==> src/rtl/rd_addr_stream_pkg.sv <==
// rtl/rd_addr_stream_pkg.sv - address helpers shared by the buffer writer and reader
package rd_addr_stream_pkg;

  function automatic int addr_width(input int depth);
    int w;
    w = 0;
    while ((1 << w) < depth) w++;
    return (w < 1) ? 1 : w;
  endfunction

  // Wraps at depth-1 rather than at a power of two, so odd depths stay in range.
  function automatic int unsigned next_addr(input int unsigned addr, input int unsigned depth);
    return (addr >= depth - 1) ? 32'd0 : addr + 32'd1;
  endfunction

endpackage

==> src/rtl/rd_addr_stream_skid_fifo2.sv <==
// rtl/rd_addr_stream_skid_fifo2.sv - two-entry FIFO holding RAM read data until consumed
module skid_fifo2 #(
  parameter int DWIDTH = 8
) (
  input  logic              clk,
  input  logic              rst,
  input  logic              i_push,
  input  logic [DWIDTH-1:0] i_push_data,
  input  logic              i_pop,
  output logic [DWIDTH-1:0] o_data,
  output logic [1:0]        o_count
);

  logic [DWIDTH-1:0] r_mem [2];
  logic              r_wptr;
  logic              r_rptr;
  logic [1:0]        r_cnt;

  always_ff @(posedge clk or posedge rst) begin
    if (rst) begin
      r_mem[0] <= '0;
      r_mem[1] <= '0;
      r_wptr   <= 1'b0;
      r_rptr   <= 1'b0;
      r_cnt    <= 2'd0;
    end else begin
      if (i_push) begin
        r_mem[r_wptr] <= i_push_data;
        r_wptr        <= ~r_wptr;
      end
      if (i_pop)
        r_rptr <= ~r_rptr;
      case ({i_push, i_pop})
        2'b10:   r_cnt <= r_cnt + 2'd1;
        2'b01:   r_cnt <= r_cnt - 2'd1;
        default: r_cnt <= r_cnt;
      endcase
    end
  end

  assign o_data  = r_mem[r_rptr];
  assign o_count = r_cnt;

endmodule

==> src/rtl/rd_addr_stream.sv <==
// rtl/rd_addr_stream.sv - issues wrapping RAM reads for committed words and streams the data out
module rd_addr_stream
  import rd_addr_stream_pkg::*;
#(
  parameter int  MAX_DATA = 256,
  parameter int  DWIDTH   = 8,
  localparam int AWIDTH   = addr_width(MAX_DATA)
) (
  input  logic              clk,
  input  logic              rst,
  input  logic              wr_en,
  output logic              mem_rd_en,
  output logic [AWIDTH-1:0] mem_raddr,
  input  logic [DWIDTH-1:0] mem_rdata,
  output logic              out_valid,
  input  logic              out_ready,
  output logic [DWIDTH-1:0] out_data,
  output logic [AWIDTH:0]   count,
  output logic              empty,
  output logic              overflow
);

  localparam logic [AWIDTH:0] FULL = (AWIDTH+1)'(MAX_DATA);
  localparam logic [AWIDTH:0] ONE  = (AWIDTH+1)'(1);

  logic [AWIDTH-1:0] r_raddr;
  logic [AWIDTH:0]   r_count;
  logic              r_inflight;
  logic              r_overflow;
  logic [1:0]        w_buf_cnt;
  logic [2:0]        w_credit;
  logic              w_pop;
  logic              w_issue;

  assign w_pop    = out_valid & out_ready;
  // Words held plus the one in flight must leave a free slot once this cycle's pop retires.
  assign w_credit = {1'b0, w_buf_cnt} + {2'b00, r_inflight};
  assign w_issue  = (r_count != '0) && (w_credit <= ({2'b00, w_pop} + 3'd1));

  always_ff @(posedge clk or posedge rst) begin
    if (rst) begin
      r_raddr    <= '0;
      r_count    <= '0;
      r_inflight <= 1'b0;
      r_overflow <= 1'b0;
    end else begin
      r_inflight <= w_issue;
      if (w_issue)
        r_raddr <= AWIDTH'(next_addr(32'(r_raddr), 32'(MAX_DATA)));
      case ({wr_en, w_issue})
        2'b10: begin
          if (r_count == FULL)
            r_overflow <= 1'b1;
          else
            r_count <= r_count + ONE;
        end
        2'b01:   r_count <= r_count - ONE;
        default: r_count <= r_count;
      endcase
    end
  end

  skid_fifo2 #(.DWIDTH(DWIDTH)) u_skid (
    .clk         (clk),
    .rst         (rst),
    .i_push      (r_inflight),
    .i_push_data (mem_rdata),
    .i_pop       (w_pop),
    .o_data      (out_data),
    .o_count     (w_buf_cnt)
  );

  assign mem_rd_en = w_issue;
  assign mem_raddr = r_raddr;
  assign out_valid = (w_buf_cnt != 2'd0);
  assign count     = r_count;
  assign overflow  = r_overflow;
  assign empty     = (r_count == '0) & ~r_inflight & ~out_valid;

endmodule

==> config.mk <==
export PLATFORM = sky130hd
export DESIGN_NAME = rd_addr_stream
export DESIGN_NICKNAME = d
export VERILOG_FILES = /design/src/rtl/rd_addr_stream_pkg.sv /design/src/rtl/rd_addr_stream_skid_fifo2.sv /design/src/rtl/rd_addr_stream.sv
export SDC_FILE = /design/constraint.sdc
export NUM_CORES = 1
export LEC_CHECK = 0
export BUFFER_PORTS_ARGS = -buffer_cell sky130_fd_sc_hd__buf_2
export CAP_MARGIN = 10
export CORE_MARGIN = 2
export CORE_UTILIZATION = 50
export CTS_CLUSTER_DIAMETER = 80
export CTS_CLUSTER_SIZE = 12
export DETAILED_ROUTE_END_ITERATION = 7
export PLACE_DENSITY = 0.86
export SYNTH_ARGS = -nofsm -noshare
export SYNTH_HDL_FRONTEND = slang
export SYNTH_HIERARCHICAL = 1
export SYNTH_SLANG_ARGS = --single-unit
==> constraint.sdc <==
create_clock -name clk -period 3.6 [get_ports clk]
set_input_delay 0.36 -clock clk [delete_from_list [all_inputs] [get_ports clk]]
set_output_delay 0.36 -clock clk [all_outputs]
set_load 0.05 [all_outputs]
Word level (Yosys, flattened, before mapping)
Cells that the tools add are included.
{"block": "word_totals", "out_inout_bits": 29, "wordCells": 55, "regBits": 39}
{"block": "op_classes", "reduce_logical": 9, "n_lt_le_gt_ge": 5, "bitwise": 9, "mux": 10, "n_addsub": 7, "n_eq_ne": 6}
{"operator": "$mux 8", "count": 5}
{"operator": "$pmux 9 s2", "count": 1}
{"operator": "$bwmux 16", "count": 1}
{"operator": "$add 9x1->9 const B", "count": 1}
{"operator": "$eq 9x9->1 const B", "count": 1}
{"operator": "$logic_not 9->1", "count": 1}
{"operator": "$mux 9", "count": 1}
{"operator": "$reduce_bool 9->1", "count": 1}
{"operator": "$sub 9x1->9 const B", "count": 1}
{"operator": "$add 8x1->8 const B", "count": 1}
{"operator": "$demux 8 s1", "count": 1}
{"operator": "$ge 8x8->1 const B", "count": 1}
{"operator": "$reduce_bool 2->1", "count": 3}
{"operator": "$eq 2x1->1 const B", "count": 2}
{"operator": "$eq 2x2->1 const B", "count": 2}
{"operator": "$ge 2x2->1 const B", "count": 2}
{"operator": "$not 1->1", "count": 4}
{"operator": "$not 1->2", "count": 2}
{"operator": "$pmux 2 s2", "count": 1}
{"operator": "$reduce_and 2->1", "count": 2}
{"operator": "$add 2x1->3", "count": 1}
{"operator": "$and 1x1->1", "count": 3}
{"operator": "$le 3x2->1", "count": 1}
{"operator": "$add 1x1->2 const B", "count": 1}
{"operator": "5 further kinds", "count": 6}

Depth between registers and ports, before layout
{"block": "depth", "ltp_word": 8, "ltp_mapped": 14, "mapped_depth_nobuf": 13}

Hierarchy
Netlist, hierarchy kept.
{"module": "rd_addr_stream", "cells_per_inst": 128, "seq_area_each_um2": 475.5, "instances": 1, "area_each_um2": 1365.1}
{"module": "skid_fifo2", "cells_per_inst": 57, "seq_area_each_um2": 500.5, "instances": 1, "area_each_um2": 897.1}

Least setup slack after synthesis
Ideal clock, no wire load.
{"block": "synth_path", "kind": "register to register", "start": "reg u_skid.r_cnt[1] (netlist: u_skid/o_count[1])", "end": "reg r_count[8] (netlist: count[8])", "stages_incl_launch_ff": 15, "t_arrival_ns": 3.831, "setup_slack_ns": -0.382, "path_cell_list": "dfrtp_1 > or2_2 > nand2_1 > inv_1 > fa_1 > nor3b_1 > o32ai_4 > buf_6 > nor2_1 > ha_1 > a21o_1 > and3_1 > o22ai_1 > mux2i_1 > o22ai_1"}
{"block": "synth_via", "elab_chain_len": 8, "elab_cells_between_ends": 12, "classes_between": "add/sub: 2; order compare: 1; eq/ne: 3; mux: 1; bitwise: 1; reduce/logical: 4"}
{"item": "start, declared", "line": "rd_addr_stream_skid_fifo2.sv:17", "source": "logic [1:0] r_cnt;"}
{"item": "start signal, assigned", "line": "rd_addr_stream_skid_fifo2.sv:34", "source": "2'b10: r_cnt <= r_cnt + 2'd1;"}
{"item": "start signal, assigned", "line": "rd_addr_stream_skid_fifo2.sv:35", "source": "2'b01: r_cnt <= r_cnt - 2'd1;"}
{"item": "start signal, assigned", "line": "rd_addr_stream_skid_fifo2.sv:36", "source": "default: r_cnt <= r_cnt;"}
{"item": "$reduce_bool 2->1 *", "line": "rd_addr_stream.sv:75", "source": "assign out_valid = (w_buf_cnt != 2'd0);"}
{"item": "via out_valid", "line": "rd_addr_stream.sv:15", "source": "output logic out_valid,"}
{"item": "$and 1x1->1 *", "line": "rd_addr_stream.sv:35", "source": "assign w_pop = out_valid & out_ready;"}
{"item": "via w_pop", "line": "rd_addr_stream.sv:32", "source": "logic w_pop;"}
{"item": "$add 1x1->2 *", "line": "rd_addr_stream.sv:38", "source": "assign w_issue = (r_count != '0) && (w_credit <= ({2'b00, w_pop} + 3'd1));"}
{"item": "$le 3x2->1 *", "line": "rd_addr_stream.sv:38"}
{"item": "$logic_and 1x1->1 *", "line": "rd_addr_stream.sv:38"}
{"item": "$eq 2x2->1 / $eq 2x1->1 (equally long branches)", "line": "rd_addr_stream.sv:50", "source": "case ({wr_en, w_issue})"}
{"item": "$ne 2x2->1 (no line) / $reduce_bool 2->1 (equally long branches)"}
{"item": "$reduce_and 2->1 (no line)"}
{"item": "end signal, assigned", "line": "rd_addr_stream.sv:55", "source": "r_count <= r_count + ONE;"}
{"item": "end signal, assigned", "line": "rd_addr_stream.sv:57", "source": "2'b01: r_count <= r_count - ONE;"}
{"item": "end signal, assigned", "line": "rd_addr_stream.sv:58", "source": "default: r_count <= r_count;"}
{"item": "end, declared", "line": "rd_addr_stream.sv:27", "source": "logic [AWIDTH:0] r_count;"}
Mark *: on every way through the listed nets, which the timed path passes. The rest lies on a longest branch.
A chain may end at the register's enable or synchronous reset.

Worst setup path in the final report
{"block": "layout_path", "start": "reg u_skid.r_cnt[1] (netlist: u_skid/o_count[1])", "end": "reg r_count[8] (netlist: count[8])"}
{"block": "layout_via", "elab_chain_len": 8, "elab_cells_between_ends": 12, "classes_between": "add/sub: 2; order compare: 1; eq/ne: 3; mux: 1; bitwise: 1; reduce/logical: 4"}
{"item": "$reduce_bool 2->1 *", "line": "rd_addr_stream.sv:75"}
{"item": "$and 1x1->1 *", "line": "rd_addr_stream.sv:35"}
{"item": "via w_pop", "line": "rd_addr_stream.sv:32"}
{"item": "$add 1x1->2 *", "line": "rd_addr_stream.sv:38"}
{"item": "$le 3x2->1 *", "line": "rd_addr_stream.sv:38"}
{"item": "$logic_and 1x1->1 *", "line": "rd_addr_stream.sv:38"}
{"item": "$eq 2x2->1 / $eq 2x1->1 (equally long branches)", "line": "rd_addr_stream.sv:50"}
{"item": "$ne 2x2->1 (no line) / $reduce_bool 2->1 (equally long branches)"}
{"item": "$reduce_and 2->1 (no line)"}
Marks and branches as above.

==> results list <==
- The core region is 0.00435 sq mm.
- Pin placement for this block handled 41 I/O pins.
* Cell area after synthesis: 0.00226 sq mm
- The final-report max-slew violation count was 0.
- The number of antenna diodes in the final layout is 0.
- The signal on the critical path passes through or2_4, nand2_1, inv_1, fa_1, o31a_1, o32ai_4, nor2_4, fa_1, a21o_1, and3_1, o22ai_4, mux2i_1, o22ai_1.
- Antenna violation net count after detailed routing: 0
- Pin slew with the least headroom to its limit: 745 ps
- Portion of the post-synthesis area used by sequential elements: 0.431
- Clock transition at the registers of the reported paths: 80 ps
- Most common library cells after synthesis: dfrtp_1, mux2_2, mux2_4
- Dividing the detail-routed via count by the number of cells gives 5.46.
* Largest area contributor in the synthesized netlist: dfrtp_1
- Of all flip-flops after synthesis, the portion carrying an async set or reset was 1.00.
* Detailed Place HPWL: 3.10 mm
* Clk root buf: clkbuf_8
- Routed wire length: 4.22 mm
- Final cell count without fillers: 282
- Once layout is complete, the utilization of the core stands at 0.609.
* Die outline width: 71.3 um
- Timing would allow up to 295 MHz.
* Critical path launch point: u_skid/o_count[1]
* Final setup skew: 4.04 ps
* Total global routing track utilization: 0.181
- Final Setup Violations: 0
- Setup repair after global routing missed its margin: yes
- In the synthesized netlist the dominant register cell turns out to be dfrtp_1.
* Required arrival time at the worst endpoint: 3770 ps
* Crit path kind: reg2reg
- First drt pass iteration count: 4
* Warnings from Yosys: 6
* Status: finished clean
* Wirelength per Cell: 14.9 um
* Depth of the CTS H-tree: 2
- After layout, the worst setup slack is 208 ps.
- Yosys mapped a number of flops with a built-in enable equal to 0.
- Die ar.: 0.00508 sq mm
* Register area: 976 sq um
- Of the post-synthesis cell area, the dominant cell type holds 0.431.
- Fill cells in the final layout number 363.
- Max capacitance violation total: 0
* Detailed router's first-iteration violation count: 49
- Data arrives at the worst endpoint at 3560 ps.
- Number of storage elements in the synthesis netlist: 39
- Crit-path slowest cell: fa_1
* Syn Area/Cell: 12.2 sq um
- Wire length of the first global-routing pass: 7.35 mm
- The worst setup path is launched from a flip-flop.
- Largest cells by area after synthesis: dfrtp_1, mux2_4, mux2_2, ha_1, xnor2_1
* Critical path capture point type: flip-flop
- Clock tree synthesis found a total of 39 sinks.
- The congestion estimate from routability-driven global placement came to 0.801.
- In this run the deepest clock path goes through 2 buffers.
- In this run the vertical extent of the chip is 71.3 um.
- The synthesized netlist contains 43 unique library cells.
* Pin count of the biggest net entering global routing: 21
- In this run the tightest slew margin relative to its limit is 0.503.
- The final hold violation count is 0.
* Initial antenna violation count: 0
- Cell type with the highest occurrence count on the critical path: fa_1
- In this run the worst hold path is classified as in2async.
- Share of the clock period used by the worst path: 0.942
- In this design, the stage delay of the slowest critical-path cell is 490 ps.
* Startpoint of the most critical register-to-register path: u_skid/o_count[1]
* Number of global-route vias before repair: 1581
- Layout cell share with drive strength beyond 1: 0.409
- Pre-CTS setup slack: 72.5 ps
* Grt ovf: 0
- Row count: 24
- Clock Latency Late Sink: 290 ps
* Cell count after placement: 274
- Synthesized Nets: 211
- Area delta synth->final: 17.1%
- Setup total negative slack on the finished layout was measured at 0 ps.
* Effective utilization at floorplan: 0.520
- dfrtp_1 is the most common cell in the netlist.
* Largest fanout on the critical path: 8
- Clock tree from TritonCTS: done
- Total vias in the final route: 1540
* Number of design rule violations left after detail routing: 0
- For this run, the post-layout net count is 255.
* Total of buffers placed on input and output ports: 40
* Kind of cell with the highest combined delay on the critical path: compound AO/OA/AOI/OAI gates
* Min Tclk post-route: 3390 ps
* Multi-input gate area: 0.00125 sq mm
- The number of buffers and inverters on the critical path is 1.
- The cell count after synthesis came out at 185.
* Inserted Clock Buffers: 5
==> per-stage QoR <==
step / hold slack, ps / instance area, sq um
floorplan: 311 / 2280
global placement: 446 / 2520
detailed placement: 451 / 2520
CTS: 214 / 2630
global route: 244 / 2650
finish: 189 / 2650
==> kinds of logic (layout without fill, tap and decap cells) <==
| kind of cell | Yosys count | in the layout | synth area share |
|---|---|---|---|
| simple gates | 38 | 38 | 0.0962 |
| flops | 39 | 39 | 0.431 |
| xor+xnor | 15 | 15 | 0.0581 |
| buf+inv | 14 | 59 | 0.0310 |
| mux | 33 | 33 | 0.188 |
| fa+ha+maj | 14 | 14 | 0.0841 |
| compound gates | 32 | 32 | 0.111 |
==> path summary, 6_finish.rpt <==
path	end	slack, ps	cells after the start
worst max-delay path	count[8]	210	13
worst min-delay path	u_skid/r_mem[10]	190	2
worst max register to register	count[8]	210	13
worst min register to register	overflow	460	1
max in group asynchronous	count[6]	2930	2
min in group clk	u_skid/r_mem[11]	300	2
==> metal layers <==
metal | track usage | wire, um | vias to the layer above
li1 | - | - | 750
met1 | 0.237 | 1910 | 737
met2 | 0.305 | 2020 | 46
met3 | 0.0323 | 211 | 7
met4 | 0.0629 | 72 | 0
met5 | 0 | 0 | -
==> cell usage in the layout (no fill, tap or decap), types with 2 or more instances in the layout <==
master / instances
or4_4: 2
nor2_1: 5
nor2_4: 2
ha_1: 12
fa_1: 2
nand2b_1: 2
clkbuf_8: 5
mux2_4: 15
mux2i_1: 2
mux2_2: 16
buf_2: 40
nand2_1: 6
nor3_1: 4
dfrtp_1: 39
a31oi_1: 2
nand3_1: 4
and2_1: 2
o22ai_4: 2
xnor2_1: 9
and3_1: 4
o21ai_0: 8
a21oi_1: 5
xor2_1: 6
a21o_1: 3
o21a_1: 2
inv_1: 9
==> registers in the layout (all words and copies together) (netlist names) <==
signal / flops
r_inflight: 1
count: 9
u_skid/r_mem: 16
u_skid/o_count: 2
u_skid/r_wptr: 1
mem_raddr: 8
u_skid/r_rptr: 1
overflow: 1
==> timing repair <==
item | in CTS | in global routing
hold buffers | 0 | 0
setup buffers | 0 | 0
setup endpoints to repair | 0 | 4
gates resized for setup | 0 | 3
==> worst register-to-register path: stages, from the launching register on <==
cell     delay, ps
dfrtp_1        420
or2_4          270
nand2_1        100
inv_1           90
fa_1           490
o31a_1         300
o32ai_4        170
nor2_4         110
fa_1           410
a21o_1         210
and3_1         230
o22ai_4        160
mux2i_1        220
o22ai_1        100
==> final cells by class <==
cell class,count,area share
multi-input cells,132,0.472
flip-flops and latches,39,0.368
repair buffers,41,0.0784
clock buffers,5,0.0260
well taps,52,0.0246
clock inverters,3,0.0165
inverters,10,0.0142
Power is left out: the tool's default activity adds up to more than one toggle a clock period on the data nets, which glitch-free logic cannot reach.
